## src/rtl/spi_master_ctrl.sv

```systemverilog
// Single-clock SPI master: serialises {cmd,wdata} onto SS_n/MOSI and captures read data from MISO.
// Optional SPI_AUTO_READ_EN: an rd-addr start automatically chains an rd-data frame.
module spi_master_ctrl #(
    parameter int RD_LAT  = 2,
    parameter int GAP_CYC = 1
) (
    input  logic       clk,
    input  logic       rst,
    input  logic       start,
    input  logic [1:0] cmd,
    input  logic [7:0] wdata,
    output logic       busy,
    output logic       done,
    output logic [7:0] rdata,
    output logic       SS_n,
    output logic       MOSI,
    input  logic       MISO
);

    typedef enum logic [2:0] {
        S_IDLE, S_SETUP, S_CMD, S_DATA, S_WAIT, S_RX, S_GAP
    } state_t;

    localparam logic [7:0] WAIT_LAST = 8'(RD_LAT - 1);
    localparam logic [7:0] GAP_LAST  = 8'(GAP_CYC - 1);

    state_t      state_q, state_d;
    logic [7:0]  cnt_q, cnt_d;
    logic [9:0]  frame_q, frame_d;
    logic [7:0]  rx_q, rx_d;
    logic [7:0]  rdata_q, rdata_d;
    logic        ss_n_q, ss_n_d;
    logic        mosi_q, mosi_d;
    logic        busy_q, busy_d;
    logic        done_q, done_d;
    logic [2:0]  bit_idx;
`ifdef SPI_AUTO_READ_EN
    logic        auto_q, auto_d;
`endif

    always_comb begin
        state_d = state_q;
        cnt_d   = cnt_q + 8'd1;
        frame_d = frame_q;
        rx_d    = rx_q;
        rdata_d = rdata_q;
`ifdef SPI_AUTO_READ_EN
        auto_d  = auto_q;
`endif
        case (state_q)
            S_IDLE: begin
                cnt_d = '0;
                if (start) begin
                    state_d = S_SETUP;
                    frame_d = {cmd, wdata};
`ifdef SPI_AUTO_READ_EN
                    auto_d  = (cmd == 2'b10);
`endif
                end
            end
            S_SETUP: begin
                state_d = S_CMD;
                cnt_d   = '0;
            end
            S_CMD: begin
                if (cnt_q == 8'd2) begin
                    state_d = S_DATA;
                    cnt_d   = '0;
                end
            end
            S_DATA: begin
                if (cnt_q == 8'd7) begin
                    cnt_d = '0;
                    if (frame_q[9:8] == 2'b11) state_d = (RD_LAT == 0) ? S_RX : S_WAIT;
                    else                       state_d = S_GAP;
                end
            end
            S_WAIT: begin
                if (cnt_q == WAIT_LAST) begin
                    state_d = S_RX;
                    cnt_d   = '0;
                end
            end
            S_RX: begin
                // MISO is only looked at here, so undriven levels elsewhere never reach rx_q
                rx_d = {rx_q[6:0], MISO};
                if (cnt_q == 8'd7) begin
                    rdata_d = {rx_q[6:0], MISO};
                    state_d = S_GAP;
                    cnt_d   = '0;
                end
            end
            S_GAP: begin
                if (cnt_q == GAP_LAST) begin
                    cnt_d   = '0;
                    state_d = S_IDLE;
`ifdef SPI_AUTO_READ_EN
                    if (auto_q) begin
                        state_d = S_SETUP;
                        frame_d = {2'b11, 8'h00};
                        auto_d  = 1'b0;
                    end
`endif
                end
            end
            default: state_d = S_IDLE;
        endcase

        // Output flops are loaded with the values belonging to the state being entered
        bit_idx = 3'd7 - cnt_d[2:0];
        ss_n_d  = 1'b1;
        mosi_d  = 1'b0;
        busy_d  = (state_d != S_IDLE);
        done_d  = (state_q == S_GAP) && (state_d == S_IDLE);
        case (state_d)
            S_SETUP, S_WAIT, S_RX: ss_n_d = 1'b0;
            S_CMD: begin
                ss_n_d = 1'b0;
                mosi_d = (cnt_d == 8'd2) ? frame_d[8] : frame_d[9];
            end
            S_DATA: begin
                ss_n_d = 1'b0;
                mosi_d = frame_d[bit_idx];
            end
            default: ;
        endcase
    end

    always_ff @(posedge clk) begin
        if (rst) begin
            state_q <= S_IDLE;
            cnt_q   <= '0;
            ss_n_q  <= 1'b1;
            mosi_q  <= 1'b0;
            busy_q  <= 1'b0;
            done_q  <= 1'b0;
            rdata_q <= '0;
`ifdef SPI_AUTO_READ_EN
            auto_q  <= 1'b0;
`endif
        end else begin
            state_q <= state_d;
            cnt_q   <= cnt_d;
            ss_n_q  <= ss_n_d;
            mosi_q  <= mosi_d;
            busy_q  <= busy_d;
            done_q  <= done_d;
            rdata_q <= rdata_d;
`ifdef SPI_AUTO_READ_EN
            auto_q  <= auto_d;
`endif
        end
    end

    always_ff @(posedge clk) begin
        frame_q <= frame_d;
        rx_q    <= rx_d;
    end

    assign busy  = busy_q;
    assign done  = done_q;
    assign rdata = rdata_q;
    assign SS_n  = ss_n_q;
    assign MOSI  = mosi_q;

endmodule
```

## config.mk

```make
export PLATFORM = sky130hd
export DESIGN_NAME = spi_master_ctrl
export DESIGN_NICKNAME = d
export VERILOG_FILES = /design/src/rtl/spi_master_ctrl.sv
export SDC_FILE = /design/constraint.sdc
export NUM_CORES = 1
export LEC_CHECK = 0
export CAP_MARGIN = 30
export CORE_UTILIZATION = 30
export CTS_CLUSTER_DIAMETER = 30
export DETAILED_ROUTE_END_ITERATION = 8
export DONT_BUFFER_PORTS = 1
export HOLD_SLACK_MARGIN = 0.05
export RECOVER_POWER = 50
export REMOVE_ABC_BUFFERS = 1
export SYNTH_ARGS = -nofsm -noshare
export SYNTH_HDL_FRONTEND = slang
export SYNTH_SLANG_ARGS = --single-unit
```

## constraint.sdc

```tcl
create_clock -name clk -period 2.8 [get_ports clk]
set_clock_uncertainty 0.1 [all_clocks]
set_input_delay 0.42 -clock clk [delete_from_list [all_inputs] [get_ports clk]]
set_output_delay 0.42 -clock clk [all_outputs]
set_load 0.02 [all_outputs]
```

==> qor.yml, run 1 <==
cts.clk_slew.worst_paths_ns: 0.08
yosys_warnings: 0
postSynthRegisterBits: 40
final_tns_setup_ns: 0
cts_stage_hold_buffer_count: 0
cts.htree.levels: 2
place_worst_setup_slack_ns: 0.280
vdd.ir_drop.worst_v: 0.000189
boundaryPins: 26
flow.area_growth_from_synthesis_pct: 6.81
report.final.setup_viol: 0
power_density_normalized_to_cell_area_nw_per_um2: 556
timing.critical_path.required_ns: 2.87
max_slew_margin: 0.636
drt_first_iter_violations: 78
r2r_start: "state_q[1]"
setup_repair_after_global_routing_missed_its_margin: "false"
report.final.hold_viol_count: 0
seq_area_frac_synth: 0.447
grt_pass1_vias: 1224
synth-edff-count: 7
drtPass1Iterations: 4
cts_inserted_buffers: 5
antenna_found_initial: 0
synth.cell_area_sq_um: 1950
end_of_the_worst_register_to_register_path: "MOSI"
clock_tree_from_tritoncts: "yes"
layout-drive-gt1-share: 0.189
reg2regPathDepth: 6
asyncSetResetFlopFracSynth: 0
die_width_um: 82.6
power.static_leakage_nw: 0.809
post_cts.repair.setup_buffers: 0
slew_violations: 0
drt_drc_violations_left: 0
ys_types: 55
avgRoutedWirePerCell_um: 14.1
crit_path_end_kind: "flop"
fmax_achieved_ghz: 0.400
layout_commonest_cell: "dfxtp_1"
status: "complete, no violations"
cp_max_fo: 11
overflow: 0
fin_crit_sh: 0.892
totalWireLength_um: 3680
core_region_area_sq_um: 6100
finalCriticalPeriod_ns: 2.50
antenna_cells: 0
hold_class: "input port to flop"
initial_core_utilization: 0.319
grt_max_degree: 17
dp_hpwl_um: 2670
global_route.usage.total: 0.119
detail-route-antenna-nets: 0
placementRows: 28
gp_weighted_congestion: 0.872
worstSetupStartpoint: "state_q[1]"
cts_root_buf: "clkbuf_8"
worst-setup-path-type: "flop to flop"
vias: 1322
combPwrFrac: 0.112
cts_resizes: 0
synth_cells: 182
die_height_um: 82.6
power_report.internal_total_mw: 0.860
power_dissipated_by_switching_net_loads_mw: 0.296
seqPwrFrac: 0.558
ctsLongestPathBuffers: 2
setup.worst_path.start_class: "flop"
clkLatencyLatePin_ns: 0.29
power.clock.fraction: 0.331
wire_length_of_the_first_global_routing_pass_um: 5980
setup.reg_to_reg.worst_slack_ns: 0.30
mostFrequentLayoutCells: "dfxtp_1, nor2_1, mux2i_1, inv_1, nand2_1"
timing.final.ws_setup_ns: 0.302
fin_nets: 202
power_switching_share: 0.256
viasPerCell: 5.08
hold_ws_ns: 0.0824
die_area_sq_um: 6820
clock-sinks: 40
worst-slew-pin-transition_ns: 0.544
numPortBuffers: 0
worst_setup_path_endpoint: "MOSI"
worstPathArrival_ns: 2.57
synthFlopType: "dfxtp_1"
synthesis.area_per_instance_sq_um: 10.7
drv_cap: 0
-- state kept, by name (all words and copies together) (netlist names) --
name / cells
rdata: 8
state_q: 3
SS_n: 1
MOSI: 1
rx_q: 7
done: 1
frame_q: 10
cnt_q: 8
busy: 1
-- worst max-delay path, stage by stage (launching register included) --
cell and delay [ns]:
dfxtp_1 0.44, nor4b_4 0.58, buf_4 0.27, mux2_2 0.36
and3_1 0.18, o311ai_0 0.33, o22ai_1 0.11
-- kinds of logic (layout without fill, tap and decap cells) --
| group | after synthesis | count (layout) | synth area share |
|---|---|---|---|
| AO/OA/AOI/OAI | 28 | 28 | 0.125 |
| XOR/XNOR | 7 | 7 | 0.0315 |
| adder cells (fa/ha/maj) | 4 | 4 | 0.0257 |
| buffers and inverters | 18 | 21 | 0.0533 |
| flip-flops | 40 | 40 | 0.447 |
| multiplexers | 21 | 21 | 0.119 |
| AND/OR/NAND/NOR | 64 | 64 | 0.199 |
-- synthesized netlist by cell type, drive strengths merged (4+ instances only) --
master | instances | share of area
nand2 | 8 | 0.015
nor3 | 5 | 0.021
nor2b | 4 | 0.013
edfxtp | 7 | 0.11
ha | 4 | 0.026
mux2i | 13 | 0.067
dfxtp | 33 | 0.34
and2 | 4 | 0.014
nor2 | 24 | 0.055
nand3 | 5 | 0.013
mux2 | 7 | 0.040
inv | 10 | 0.019
buf | 7 | 0.032
xor2 | 5 | 0.022
nand4 | 4 | 0.013
-- area by class of cell --
type                            instances  area, sq um
Inverter                               10         37.5
Clock buffer                            5         68.8
Multi-Input combinational cell        124          972
Sequential cell                        40          871
Clock inverter                          3         17.5
Fill cell                             625         4020
Timing Repair Buffer                    3         18.8
Tap cell                               75         93.8
-- worst min path at each step --
stage	depth (start not counted)	startpoint	endpoint
floorplan	2	frame_q[6]	frame_q[6]
global route	1	rst	rdata[6]
detailed placement	0	rx_q[1]	rx_q[2]
finish	1	rst	rdata[6]
CTS	1	rst	rdata[2]
global placement	0	rx_q[0]	rx_q[1]
-- layer usage --
layer / routed length [um] / global-route usage / share of wire / up-vias
li1: - / - / - / 664
met3: 203 / 0.0440 / 0.055 / 5
met1: 1870 / 0.165 / 0.51 / 621
met5: 0 / 0 / 0 / -
met2: 1560 / 0.161 / 0.43 / 32
met4: 41 / 0.0517 / 0.011 / 0
-- through the flow --
step,power [mW],area (sq um),util,std cells
after global routing,1.22,2080,0.341,260
after detailed placement,0.789,2000,0.328,252
final,1.16,2080,0.341,260
after floorplan,0.759,1880,-,174
after CTS,1.18,2080,0.342,260
after global placement,0.788,2000,0.328,252
-- power by group through the flow --
stage | Sequential (mW) | Clock (mW) | Combinational (mW)
finish | 0.645 | 0.382 | 0.129
global route | 0.651 | 0.421 | 0.143
CTS | 0.645 | 0.400 | 0.130
detailed placement | 0.659 | 0 | 0.130
global placement | 0.658 | 0 | 0.130
floorplan | 0.657 | 0 | 0.101
No activity file was read; power rests on OpenSTA's default activity.
==> inputs of run 2 (changes only) <==
--- a/config.mk
+++ b/config.mk
@@ -6,6 +6,8 @@
 export NUM_CORES = 1
 export LEC_CHECK = 0
 export CAP_MARGIN = 30
+export CORE_ASPECT_RATIO = 0.75
+export CORE_MARGIN = 1.5
 export CORE_UTILIZATION = 30
 export CTS_CLUSTER_DIAMETER = 30
 export DETAILED_ROUTE_END_ITERATION = 8
==> qor.yml, run 2 (same netlist as run 1, synthesis figures left out) <==
status: "complete, no violations"
power_density_normalized_to_cell_area_nw_per_um2: 591  # +6.2%
setup.worst_path.start_class: "flop"
cts_inserted_buffers: 5  # unchanged
drt_first_iter_violations: 76  # -2.6%
boundaryPins: 26  # unchanged
antenna_cells: 0  # unchanged
drt_drc_violations_left: 0  # unchanged
die_area_sq_um: 6990  # +2.5%
die_width_um: 96.0  # +16%
crit_path_end_kind: "flop"
global_route.usage.total: 0.112  # -0.00704
cts_stage_hold_buffer_count: 0  # unchanged
cp_max_fo: 10  # -1
gp_weighted_congestion: 0.818  # -6.2%
fmax_achieved_ghz: 0.410  # +2.5%
numPortBuffers: 0  # unchanged
power.static_leakage_nw: 0.817  # +1.0%
cts_root_buf: "clkbuf_8"
hold_class: "input port to flop"
final_tns_setup_ns: 0  # unchanged
worst-setup-path-type: "flop to flop"
viasPerCell: 4.91  # -3.5%
cts.clk_slew.worst_paths_ns: 0.08  # about the same
cp_slowest_stage_delay_ns: 0.56  # -0.02 ns
clkLatencyLatePin_ns: 0.30  # about the same
hold_start: "rst"
cts_resizes: 0  # unchanged
ctsLongestPathBuffers: 2  # unchanged
fin_cells: 266  # +2.3%
crit_slowest_cell: "mux4_2"
largest_reg_flops: 10  # unchanged
fin_crit_sh: 0.870  # -0.0222
grt_max_degree: 17  # unchanged
area_of_all_placed_cells_without_fillers_sq_um: 2110  # +1.6%
worst_setup_path_endpoint: "MOSI"
numPlacedInstances: 258  # +2.4%
drv_cap: 0  # unchanged
report.final.hold_viol_count: 0  # unchanged
initial_core_utilization: 0.310  # -0.00972
end_of_the_worst_register_to_register_path: "MOSI"
timing.critical_path.required_ns: 2.87  # about the same
wire_length_of_the_first_global_routing_pass_um: 5820  # -2.7%
clock-sinks: 40  # unchanged
mostFrequentLayoutCells: "dfxtp_1, nor2_1, mux2i_1, inv_1, nand2_1"
setup_repair_after_global_routing_missed_its_margin: "false"
hold_ws_ns: 0.0817  # -0.000745 ns
layout_commonest_cell: "dfxtp_1"
worst-slew-pin-transition_ns: 0.540  # -0.00323 ns
report.final.setup_viol: 0  # unchanged
grt_pass1_vias: 1194  # -2.5%
avgRoutedWirePerCell_um: 13.6  # -3.9%
layout-drive-gt1-share: 0.195  # +0.00541
detail-route-antenna-nets: 0  # unchanged
worstPathArrival_ns: 2.51  # -0.06 ns
final_core_util: 0.336  # -0.00521
drtPass1Iterations: 4  # unchanged
overflow: 0  # unchanged
antenna_found_initial: 0  # unchanged
setup.reg_to_reg.worst_slack_ns: 0.36  # +0.06 ns
dp_hpwl_um: 2750  # +2.9%
r2r_start: "state_q[0]"
regMostFlops: "frame_q"
placed_area_sq_um: 2000  # +0.38%
critPathBufInv: 0  # -1
vdd.ir_drop.worst_v: 0.000173  # -8.5%
die_height_um: 72.8  # -12%
finalCriticalPeriod_ns: 2.44  # -0.0621 ns
worstSetupStartpoint: "state_q[0]"
slew_violations: 0  # unchanged
flow.area_growth_from_synthesis_pct: 8.48
timing.critical_path.depth: 6  # unchanged
fin_nets: 202  # unchanged
placementRows: 25  # -11%
max_slew_margin: 0.637  # +0.000918
reg2regPathDepth: 6  # unchanged
core_region_area_sq_um: 6290  # +3.1%
clock_tree_from_tritoncts: "yes"
vias: 1305  # -1.3%
post_cts.repair.setup_buffers: 0  # unchanged
path_delay_family: "simple AND/OR/NAND/NOR gates"
critical_path.cell_chain: "nor4b_4 > mux4_2 > and2_1 > a221o_1 > a21oi_1 > o22ai_1"
final.fill_count: 627  # +0.32%
cts.htree.levels: 2  # unchanged
totalWireLength_um: 3610  # -1.7%
run 2: changes by cell type in the layout (fill, tap and decap cells not counted), sizes merged:
| cell | change |
|---|---|
| bufinv | +1 |
| clkinv | -1 |
| clkinvlp | +1 |
| inv | -1 |
run 2: per-stage QoR:
stage / power [mW] / worst slack [ns]
6_report: 1.25 / 0.364
5_1_grt: 1.31 / 0.0593
4_1_cts: 1.26 / 0.280
3_5_place_dp: 0.791 / 0.311
3_3_place_gp: 0.790 / 0.244
2_1_floorplan: 0.759 / 0.307
run 2: worst reg2reg max path: stages (launching register included):
cell,delay (ns)
dfxtp_1,0.46
nor4b_4,0.53
mux4_2,0.56
and2_1,0.17
a221o_1,0.26
a21oi_1,0.15
o22ai_1,0.09
run 2: power by group:
| group | switching [mW] | leakage, nW | internal [mW] |
|---|---|---|---|
| registers | 0.0251 | 0.334 | 0.621 |
| logic | 0.0639 | 0.429 | 0.0652 |
| clock network | 0.209 | 0.0541 | 0.264 |
run 2: final cells by class:
cell class / instances / area (sq um) / share of cell area
clock inverter: 3 / 42.5 / 0.0201
inverter: 10 / 37.5 / 0.0178
sequential: 40 / 871 / 0.412
multi-input combinational: 124 / 972 / 0.460
clock buffer: 5 / 68.8 / 0.0326
tap: 81 / 101 / 0.0480
timing repair buffer: 3 / 18.8 / 0.00889
run 2: worst min-delay path by stage:
stage                       endpoint  slack, ns  cells past startpoint
after floorplan           frame_q[6]       0.32                      2
after global placement       rx_q[5]       0.33                      0
after detailed placement     rx_q[5]       0.33                      0
after CTS                 state_q[0]       0.07                      1
after global routing        rdata[3]       0.07                      1
final                     state_q[0]       0.08                      1
run 2: layer usage:
| metal | track usage | wire length [um] | vias to the layer above |
|---|---|---|---|
| li1 | - | - | 662 |
| met1 | 0.161 | 1870 | 598 |
| met2 | 0.149 | 1440 | 37 |
| met3 | 0.0385 | 249 | 8 |
| met4 | 0.0458 | 57 | 0 |
| met5 | 0 | 0 | - |
==> inputs of run 3 (changes only) <==
--- a/config.mk
+++ b/config.mk
@@ -5,13 +5,13 @@
 export SDC_FILE = /design/constraint.sdc
 export NUM_CORES = 1
 export LEC_CHECK = 0
+export BUFFER_PORTS_ARGS = -buffer_cell sky130_fd_sc_hd__buf_2
 export CAP_MARGIN = 30
 export CORE_ASPECT_RATIO = 0.75
 export CORE_MARGIN = 1.5
 export CORE_UTILIZATION = 30
 export CTS_CLUSTER_DIAMETER = 30
 export DETAILED_ROUTE_END_ITERATION = 8
-export DONT_BUFFER_PORTS = 1
 export HOLD_SLACK_MARGIN = 0.05
 export RECOVER_POWER = 50
 export REMOVE_ABC_BUFFERS = 1
==> qor.yml, run 3 (same netlist as run 1, synthesis figures left out) <==
drtPass1Iterations: 4  # unchanged
area_of_all_placed_cells_without_fillers_sq_um: 2210  # +4.9%
cp_slowest_stage_delay_ns: 0.51  # -0.05 ns
worst-slew-pin-transition_ns: 0.519  # -0.0213 ns
hold_start: "MISO"
mostFrequentLayoutCells: "dfxtp_1, nor2_1, clkbuf_1, mux2i_1, buf_2"
detail-route-antenna-nets: 0  # unchanged
reg2regPathDepth: 7  # +1
die_width_um: 96.0  # unchanged
overflow: 0  # unchanged
drt_first_iter_violations: 53  # -30%
timing.final.ws_setup_ns: 0.366  # +0.00192 ns
die_height_um: 72.8  # unchanged
flow.area_growth_from_synthesis_pct: 13.8
report.final.hold_viol_count: 0  # unchanged
slew_violations: 0  # unchanged
worst-setup-path-type: "flop to flop"
min_delay_path_depth: 1  # unchanged
avgRoutedWirePerCell_um: 12.5  # -7.9%
clock_tree_from_tritoncts: "yes"
regMostFlops: "frame_q"
regArea_sq_um: 871  # unchanged
largest_reg_flops: 10  # unchanged
r2r_start: "state_q[1]"
grt_max_degree: 17  # unchanged
cts_stage_hold_buffer_count: 0  # unchanged
setup_repair_after_global_routing_missed_its_margin: "false"
placementRows: 25  # unchanged
fin_crit_sh: 0.869  # about the same
place_worst_setup_slack_ns: 0.343  # +0.0327 ns
antenna_cells: 0  # unchanged
hold_path_end: "rx_q[0]"
totalWireLength_um: 3640  # +0.77%
finalCriticalPeriod_ns: 2.43  # -0.00192 ns
cts_resizes: 0  # unchanged
status: "complete, no violations"
boundaryPins: 26  # unchanged
wire_length_of_the_first_global_routing_pass_um: 6160  # +5.9%
initial_core_utilization: 0.310  # unchanged
crit_path_frequent_cell: "mux2i_1"
vias: 1375  # +5.4%
dp_hpwl_um: 2770  # +1.0%
hold_class: "input port to flop"
final_core_util: 0.352  # +0.0163
post_cts.repair.setup_buffers: 0  # unchanged
clkLatencyLatePin_ns: 0.29  # about the same
met3_grt_util: 0.0510  # +0.0125
layout_commonest_cell: "dfxtp_1"
grt_pass1_vias: 1281  # +7.3%
report.final.setup_viol: 0  # unchanged
multi_input_logic_area_sq_um: 972  # unchanged
power_density_normalized_to_cell_area_nw_per_um2: 562  # -4.8%
end_of_the_worst_register_to_register_path: "MOSI"
max_slew_margin: 0.651  # +0.0143
die_area_sq_um: 6990  # unchanged
drt_drc_violations_left: 0  # unchanged
critical_path.cell_chain: "nor4b_4 > buf_4 > mux2i_1 > mux2i_1 > a221o_1 > a21oi_1 > o22ai_1"
crit_path_end_kind: "flop"
antenna_found_initial: 0  # unchanged
cts_inserted_buffers: 5  # unchanged
drv_cap: 0  # unchanged
global_route.usage.total: 0.118  # +0.00599
cts_root_buf: "clkbuf_8"
power.static_leakage_nw: 0.880  # +7.6%
vdd.ir_drop.worst_v: 0.000173  # +0.14%
gr-usage-met1: 0.164  # +0.00341
met2_demand_to_capacity_share_in_global_routing: 0.167  # +0.0172
layout-drive-gt1-share: 0.219  # +0.0245
setup.worst_path.start_class: "flop"
core_region_area_sq_um: 6290  # unchanged
worstPathArrival_ns: 2.49  # -0.02 ns
crit_slowest_cell: "nor4b_4"
numPortBuffers: 25  # +25
final_tns_setup_ns: 0  # unchanged
final.fill_count: 642  # +2.4%
cp_max_fo: 11  # +1
viasPerCell: 4.73  # -3.7%
cts.clk_slew.worst_paths_ns: 0.07  # about the same
gp_weighted_congestion: 0.838  # +2.4%
fmax_achieved_ghz: 0.411  # about the same
placed_area_sq_um: 2130  # +6.2%
fin_total_pwr_mw: 1.25  # -0.22%
fin_nets: 227  # +12%
grt.busiest_layer: "met2"
ctsLongestPathBuffers: 2  # unchanged
timing.critical_path.required_ns: 2.86  # about the same
cts.htree.levels: 2  # unchanged
setup.reg_to_reg.worst_slack_ns: 0.37  # about the same
clock-sinks: 40  # unchanged
-- run 3: cell count changes in the layout (fill, tap and decap cells not counted) --
cell,before,now
mux2_1,2,3
buf_2,0,13
buf_4,2,1
clkinvlp_4,1,0
clkbuf_1,1,15
mux2_2,5,4
-- run 3: metal layers --
metal / vias to the layer above / wire (um)
met5: - / 0
met4: 0 / 13
met3: 2 / 214
met2: 34 / 1540
met1: 630 / 1880
li1: 709 / -
-- run 3: worst max-delay path by stage --
stage	startpoint	end	slack, ns
floorplan	state_q[0]	MOSI	0.31
global placement	state_q[1]	MOSI	0.29
detailed placement	state_q[1]	MOSI	0.34
CTS	state_q[1]	MOSI	0.33
global route	state_q[1]	MOSI	0.07
finish	state_q[1]	MOSI	0.37
-- run 3: per-stage QoR --
step / std cells / hold WS, ns
global placement: 283 / 0.335
finish: 291 / 0.224
floorplan: 174 / 0.324
global route: 291 / 0.210
detailed placement: 283 / 0.336
CTS: 291 / 0.211
-- run 3: area by class of cell --
class,count,area share
multi-input combinational,124,0.439
sequential,40,0.393
timing repair buffer,28,0.0565
tap,81,0.0458
clock buffer,6,0.0328
inverter,10,0.0169
clock inverter,2,0.0158
-- run 3: report_power, final --
part	leakage [nW]	switching, mW	internal (mW)	total, mW
clock network	0.0552	0.191	0.264	0.455
logic	0.491	0.0803	0.0713	0.152
registers	0.334	0.0176	0.621	0.639
-- run 3: critical path, delay by kind of cell, from the launching register on --
family	cells	cell delay, ns
AO/OA/AOI/OAI	3	0.54
AND/OR/NAND/NOR	1	0.51
flip-flops	1	0.44
multiplexers	2	0.44
buffers and inverters	1	0.27
